==> config.mk <==
export PLATFORM = sky130hd
export DESIGN_NAME = controle_cronometro
export DESIGN_NICKNAME = d
export VERILOG_FILES = /design/src/rtl/controle_cronometro_pkg.sv /design/src/rtl/controle_cronometro_debounce_botao.sv /design/src/rtl/controle_cronometro.sv
export SDC_FILE = /design/constraint.sdc
export NUM_CORES = 1
export LEC_CHECK = 0
export BUFFER_PORTS_ARGS = -buffer_cell sky130_fd_sc_hd__buf_2
export CORE_MARGIN = 5
export CORE_UTILIZATION = 40
export CTS_CLUSTER_DIAMETER = 200
export CTS_CLUSTER_SIZE = 14
export DETAILED_ROUTE_END_ITERATION = 16
export PLACE_DENSITY = 0.58
export SLEW_MARGIN = 20
export SYNTH_ARGS = -nofsm -noshare
export SYNTH_HDL_FRONTEND = slang
export SYNTH_SLANG_ARGS = --single-unit
export TNS_END_PERCENT = 30
==> constraint.sdc <==
create_clock -name clock -period 7.8 [get_ports clock]
set_input_delay 2.34 -clock clock [delete_from_list [all_inputs] [get_ports clock]]
set_output_delay 2.34 -clock clock [all_outputs]
set_load 0.01 [all_outputs]
==> src/rtl/controle_cronometro_pkg.sv <==
// Shared definitions for the stopwatch control stage: run-control state
// encodings and the helper that sizes counters from the block parameters.
package controle_cronometro_pkg;

    typedef enum logic [1:0] {
        PARADO   = 2'b00,
        CONTANDO = 2'b01,
        PAUSADO  = 2'b10
    } estadoT;

    // Bits needed to hold any value in 0..maxValor (never less than one).
    function automatic int larguraContador(input int unsigned maxValor);
        return (maxValor < 2) ? 1 : $clog2(maxValor + 1);
    endfunction

endpackage

==> src/rtl/controle_cronometro_debounce_botao.sv <==
// Button conditioner: 2-flop synchroniser, stability counter and a one-cycle
// press pulse on each accepted released->pressed (1->0) transition.
module debounce_botao
    import controle_cronometro_pkg::*;
#(
    parameter int unsigned DEBOUNCE_CYCLES = 500_000
) (
    input  logic clock,
    input  logic reset,
    input  logic botao,
    output logic pressionado
);

    localparam int CONT_W = larguraContador(DEBOUNCE_CYCLES);
    localparam logic [CONT_W-1:0] CONT_ULTIMO = CONT_W'(DEBOUNCE_CYCLES - 1);

    logic              sinc1;
    logic              sinc2;
    logic              nivelEstavel;
    logic [CONT_W-1:0] contEstavel;

    // Buttons are active-low, so every level starts at the released value 1.
    always_ff @(posedge clock or posedge reset) begin
        if (reset) begin
            sinc1        <= 1'b1;
            sinc2        <= 1'b1;
            nivelEstavel <= 1'b1;
            contEstavel  <= '0;
            pressionado  <= 1'b0;
        end else begin
            // NOTE: non-blocking assignments make sinc1 -> sinc2 a real two-flop chain.
            sinc1       <= botao;
            sinc2       <= sinc1;
            pressionado <= 1'b0;
            if (sinc2 == nivelEstavel) begin
                contEstavel <= '0;
            end else if (contEstavel == CONT_ULTIMO) begin
                nivelEstavel <= sinc2;
                contEstavel  <= '0;
                pressionado  <= ~sinc2;
            end else begin
                contEstavel <= contEstavel + 1'b1;
            end
        end
    end

endmodule

==> src/rtl/controle_cronometro.sv <==
// Stopwatch control stage: debounced buttons, run-control FSM, 1 Hz count
// signal and display scan clock. Define CONTROLE_PISCAR_EN for the pause blink.
module controle_cronometro
    import controle_cronometro_pkg::*;
#(
    parameter int unsigned CLK_HZ          = 50_000_000,
    parameter int unsigned SCAN_HZ         = 1_000,
    parameter int unsigned DEBOUNCE_CYCLES = 500_000
) (
    input  logic       clock,
    input  logic       reset,
    input  logic       botaoIniciar,
    input  logic       botaoZerar,
    output logic       umSegundo,
    output logic       displayClock,
    output logic       zerarContagem,
    output logic [1:0] estado,
    output logic       piscar
);

    localparam int DIV_W  = larguraContador(CLK_HZ - 1);
    localparam int SCAN_W = larguraContador(CLK_HZ / (2 * SCAN_HZ) - 1);
    localparam logic [DIV_W-1:0]  DIV_ULTIMO  = DIV_W'(CLK_HZ - 1);
    localparam logic [DIV_W-1:0]  DIV_MEIO    = DIV_W'(CLK_HZ / 2 - 1);
    localparam logic [SCAN_W-1:0] SCAN_ULTIMO = SCAN_W'(CLK_HZ / (2 * SCAN_HZ) - 1);

    logic              eventoIniciar;
    logic              eventoZerar;
    estadoT            estadoAtual;
    estadoT            estadoProx;
    logic [DIV_W-1:0]  div;
    logic [SCAN_W-1:0] contScan;

    debounce_botao #(.DEBOUNCE_CYCLES(DEBOUNCE_CYCLES)) u_debIniciar (
        .clock       (clock),
        .reset       (reset),
        .botao       (botaoIniciar),
        .pressionado (eventoIniciar)
    );

    debounce_botao #(.DEBOUNCE_CYCLES(DEBOUNCE_CYCLES)) u_debZerar (
        .clock       (clock),
        .reset       (reset),
        .botao       (botaoZerar),
        .pressionado (eventoZerar)
    );

    always_comb begin
        // NOTE: default assignment first so no path leaves estadoProx unassigned (no latch).
        estadoProx = PARADO;
        case (estadoAtual)
            PARADO:   estadoProx = eventoIniciar ? CONTANDO : PARADO;
            CONTANDO: estadoProx = eventoIniciar ? PAUSADO  : CONTANDO;
            PAUSADO:  estadoProx = eventoIniciar ? CONTANDO : PAUSADO;
            default:  estadoProx = PARADO;
        endcase
        // Zero has priority; a simultaneous start/pause press is dropped.
        if (eventoZerar) estadoProx = PARADO;
    end

    always_ff @(posedge clock or posedge reset) begin
        if (reset) begin
            estadoAtual   <= PARADO;
            zerarContagem <= 1'b0;
        end else begin
            estadoAtual   <= estadoProx;
            zerarContagem <= eventoZerar;
        end
    end

    assign estado = estadoAtual;

    // Second divider only advances while counting, so a pause keeps the partial second.
    always_ff @(posedge clock or posedge reset) begin
        if (reset) begin
            div       <= '0;
            umSegundo <= 1'b0;
        end else if (eventoZerar) begin
            div       <= '0;
            umSegundo <= 1'b0;
        end else if (estadoAtual == CONTANDO) begin
            if (div == DIV_ULTIMO) begin
                div       <= '0;
                umSegundo <= 1'b1;
            end else begin
                div <= div + 1'b1;
                if (div == DIV_MEIO) umSegundo <= 1'b0;
            end
        end
    end

    always_ff @(posedge clock or posedge reset) begin
        if (reset) begin
            contScan     <= '0;
            displayClock <= 1'b0;
        end else if (contScan == SCAN_ULTIMO) begin
            contScan     <= '0;
            displayClock <= ~displayClock;
        end else begin
            contScan <= contScan + 1'b1;
        end
    end

`ifdef CONTROLE_PISCAR_EN
    localparam int PISCA_W = larguraContador(CLK_HZ / 4 - 1);
    localparam logic [PISCA_W-1:0] PISCA_ULTIMO = PISCA_W'(CLK_HZ / 4 - 1);

    logic [PISCA_W-1:0] contPisca;

    // Blink restarts high on every entry to PAUSADO and is forced low elsewhere.
    always_ff @(posedge clock or posedge reset) begin
        if (reset) begin
            contPisca <= '0;
            piscar    <= 1'b0;
        end else if (estadoProx != PAUSADO) begin
            contPisca <= '0;
            piscar    <= 1'b0;
        end else if (estadoAtual != PAUSADO) begin
            contPisca <= '0;
            piscar    <= 1'b1;
        end else if (contPisca == PISCA_ULTIMO) begin
            contPisca <= '0;
            piscar    <= ~piscar;
        end else begin
            contPisca <= contPisca + 1'b1;
        end
    end
`else
    assign piscar = 1'b0;
`endif

endmodule

== Word level (Yosys, flattened, before mapping) ==
Index checks and enable logic that the tools add are counted.
Widths: inputs -> output; s select.
Storage, ports and cells
  register bits: 92
  bits of input ports: 4
  output and inout bits: 6
  logic and storage cells: 61
Operators by class
  $add $sub $neg: 4
  equality and inequality tests: 9
  muxes and demuxes: 21
  bitwise gates (word level): 5
  reductions and logical operators: 6
Operator list (number)
  $mux 26: 3
  $mux 19: 4
  $add 19x1->19 const B: 2
  $eq 19x19->1 const B: 2
  $add 26x1->26 const B: 1
  $eq 26x25->1 const B: 1
  $eq 26x26->1 const B: 1
  $add 15x1->15 const B: 1
  $eq 15x15->1 const B: 1
  $mux 15: 1
  $mux 1: 9
  $mux 2: 3
  $pmux 2 s3: 1
  $reduce_and 2->1: 3
  $not 1->1: 5
  $reduce_bool 3->1: 1
  $eq 1x1->1: 2
  $eq 2x1->1 const B: 1
  $eq 2x2->1 const B: 1
  $logic_not 2->1: 1
  $reduce_bool 2->1: 1

== Logic depth before layout (Yosys ltp) ==
  word-level depth: 5
  mapped depth: 8
  depth with buffers taken out: 6

== Cells and area by module ==
Synthesis repeated with hierarchy kept, for this count alone.
Second synthesis, totals
  cells, all modules: 465
  area, all modules: 4769.6 sq um
By module, submodules not included
  controle_cronometro: times used 1, cells each 249, area an instance 2454.9 sq um, seq. area each 1151.1 sq um
  debounce_botao: times used 2, cells each 108, area an instance 1157.4 sq um, seq. area each 579.3 sq um

== Worst setup path after synthesis ==
Ideal clock, no wire load.
  path kind: register -> output
  start point: register estadoAtual[0] (netlist: estado[0])
  end point: output port estado[0]
  arrival: 0.406 ns
  data required time: 5.460 ns
  path slack: 5.054 ns
  cell stages (with the launch flop): 1
  buffers on the path: 0
  cell sequence: dfrtp_1
RTL lines
  from (decl): line controle_cronometro.sv:29  | estadoT estadoAtual;
  from (signal assigned): line controle_cronometro.sv:66  | estadoAtual <= estadoProx;
  to (decl): line controle_cronometro.sv:17  | output logic [1:0] estado,
No word-level cell between the ends.

== Worst setup path in the final report ==
  start point: register estadoAtual[0] (netlist: estado[0])
  end point: output port estado[0]
No word-level cell between the ends.

==> out/qor.yml <==
outcome: "completed"
grt_setup_unrepaired: "false"
power_leakage_nw: 2.15
relSlewSlack_pct: 42.2
hpwl_microns: 5970
clock_sinks: 92
final-instance-count-excl-fill: 612
synth_fp_nets: 466
fin_nets: 475
synth.distinct_cells: 48
gp_congestion: 0.844
start_kind: "flop"
yosys.area.top_type: "dfrtp_1"
synth_top_family_by_area: "simple AND/OR/NAND/NOR gates"
path_buf_inv: 1
drcViolationCount: 0
ys.flop_type: "dfrtp_1"
crit_type: "reg -> out"
use_met2_pct: 22.9
skew_ns: 0.00577
ant_nets: 0
post-route-util_pct: 45.8
core-area_sq_um: 10900
drv_cap: 0
busiest_layer: "met2"
cpMaxStageDelayCell: "dfrtp_1"
vias_per_cell: 5.30
yosys.area_share.simple_pct: 28.9
slowest_delay_ns: 0.41
setup_viol_count_final: 0
synth_top_area_share_pct: 47.7
cts_buffers: 9
synthArstFlopShare_pct: 100
end_kind: "output pin"
antenna_found_initial: 0
grt_pass1_wl_microns: 15400
fin_crit_sh_pct: 41.5
areaGrowthSynthToFinish_pct: 11.0
clock_path_buffers: 2
clk_latency_ns: 0.34
cts.htree.levels: 3
wl_microns: 8600
critPathMaxFanout: 5
cts_setup_buffers: 0
worst_pin_slew_ns: 0.865
yosys_warnings: 0
die_x_microns: 116
first_global_vias: 3269
synth_xor_area_share_pct: 12.6
io_pins: 10
layout_min_cycle_time_ns: 3.24
synth_top_cells_by_count: "86 x dfrtp_1, 80 x nor2_1, 38 x nand2_1"
grtUsageTotal_pct: 14.2
grt_util_met1_pct: 18.8
routedWlPerCell_microns: 14.1
start_util_pct: 41.3
dp_cells: 596
overflow: 0
path_cells: "buf_2"
synth_compound_area_share_pct: 3.22
p_per_area_nw_per_um2: 195
die_y_microns: 116
yosysMostFrequentCell: "dfrtp_1"
postSynthAreaPerCell_sq_um: 9.85
firstDrtPassIters: 4
final.setup.tns_ns: 0
synth-adder-area-share_pct: 1.11
synth_edf_count: 0
ctsResizeCount: 0
hp-class: "reg -> reg"
portBuffers: 8
synth_seq_cells: 92
drt-initial-drc-count: 206
synth.area.top_cells: "dfrtp_1 48%, nor2_1 6.7%, xor2_1 6.6%"
synth.mux.area_fraction_pct: 0.971
netlist_area_sq_um: 4510
fillCellCount: 1023
drive_above_1_share_pct: 9.96
grt_max_degree: 49
hold_viol_final: 0
clkTransAtPathRegs_ns: 0.06
worstPathRequired_ns: 5.46
tritoncts: "built"
cp.arrival_ns: 0.90
met3_usage_pct: 3.06
rows: 38
drv_slew: 0
synth_cells: 458
max_freq_ghz: 0.309
cts_root_buf: "clkbuf_16"
seq_area_frac_synth_pct: 51.2
dr_total_vias: 3243
vdd_drop_max_uv: 118
crit_family: "flip-flops"
diodes: 0
hold_buffers: 0
dieArea_sq_um: 13500
state kept, by name, indices dropped and copies added (netlist names):
name	cells
contScan	15
displayClock	1
div	26
estado	2
u_debIniciar.contEstavel	19
u_debIniciar.nivelEstavel	1
u_debIniciar.pressionado	1
u_debIniciar.sinc1	1
u_debIniciar.sinc2	1
u_debZerar.contEstavel	19
u_debZerar.nivelEstavel	1
u_debZerar.pressionado	1
u_debZerar.sinc1	1
u_debZerar.sinc2	1
umSegundo	1
zerarContagem	1
through the flow:
step | worst slack (ns) | hold WS, ns | cell area [sq um] | total power, mW
2_1_floorplan | 3.08 | 0.345 | 4510 | 0.509
3_3_place_gp | 4.31 | 0.348 | 4690 | 0.514
3_5_place_dp | 4.29 | 0.347 | 4690 | 0.514
4_1_cts | 4.54 | 0.356 | 5010 | 0.993
5_1_grt | 4.51 | 0.359 | 5010 | 1.01
6_report | 4.56 | 0.355 | 5010 | 0.978
where the power goes:
part / total, mW / switching, mW / internal [mW]
Sequential: 0.485 / 0.00366 / 0.481
Combinational: 0.0189 / 0.0147 / 0.00423
Clock: 0.474 / 0.190 / 0.284
worst paths after layout:
kind | startpoint | to | depth (start not counted) | slack, ns
min in group asynchronous | reset | displayClock | 2 | 2.05
max in group asynchronous | reset | div[4] | 3 | 4.76
setup reg to reg | estado[0] | umSegundo | 5 | 5.32
setup / recovery | estado[0] | estado[0] | 1 | 4.56
hold reg to reg | u_debIniciar.sinc1 | u_debIniciar.sinc2 | 0 | 0.35
hold / removal | u_debIniciar.sinc1 | u_debIniciar.sinc2 | 0 | 0.35
kinds of logic (layout without fill, tap and decap cells):
group	after synthesis	after routing
flip-flops	92	92
adder cells (fa/ha/maj)	4	4
XOR/XNOR	65	65
other	1	1
buffers and inverters	20	34
AO/OA/AOI/OAI	22	22
AND/OR/NAND/NOR	250	250
multiplexers	4	4
metal layers:
metal,share of wire [%],vias to the layer above
met5,0,-
met4,1.4,0
li1,-,1610
met3,3.5,10
met1,49,1572
met2,46,51
layout by cell type (no fill, tap or decap), types with 8 or more instances in the layout:
cell type / Yosys / layout
nand2_1: 38 / 38
xor2_1: 34 / 34
clkbuf_16: 0 / 9
buf_2: 5 / 8
nand3_1: 33 / 33
nand4_1: 18 / 18
dfrtp_1: 86 / 86
inv_1: 9 / 8
and3_1: 13 / 13
nor2_1: 80 / 80
nor3_1: 20 / 20
xnor2_1: 31 / 31
nor4_1: 12 / 12
final cells by class:
cell class / count / area (sq um) / share of cell area, %
clock buffer: 10 / 229 / 4.57
sequential: 92 / 2310 / 46.1
inverter: 9 / 36.3 / 0.724
timing repair buffer: 9 / 47.5 / 0.949
clock inverter: 6 / 95.1 / 1.90
tap: 140 / 175 / 3.50
multi-input combinational: 346 / 2120 / 42.3
Power figures use the tool's default switching activity.
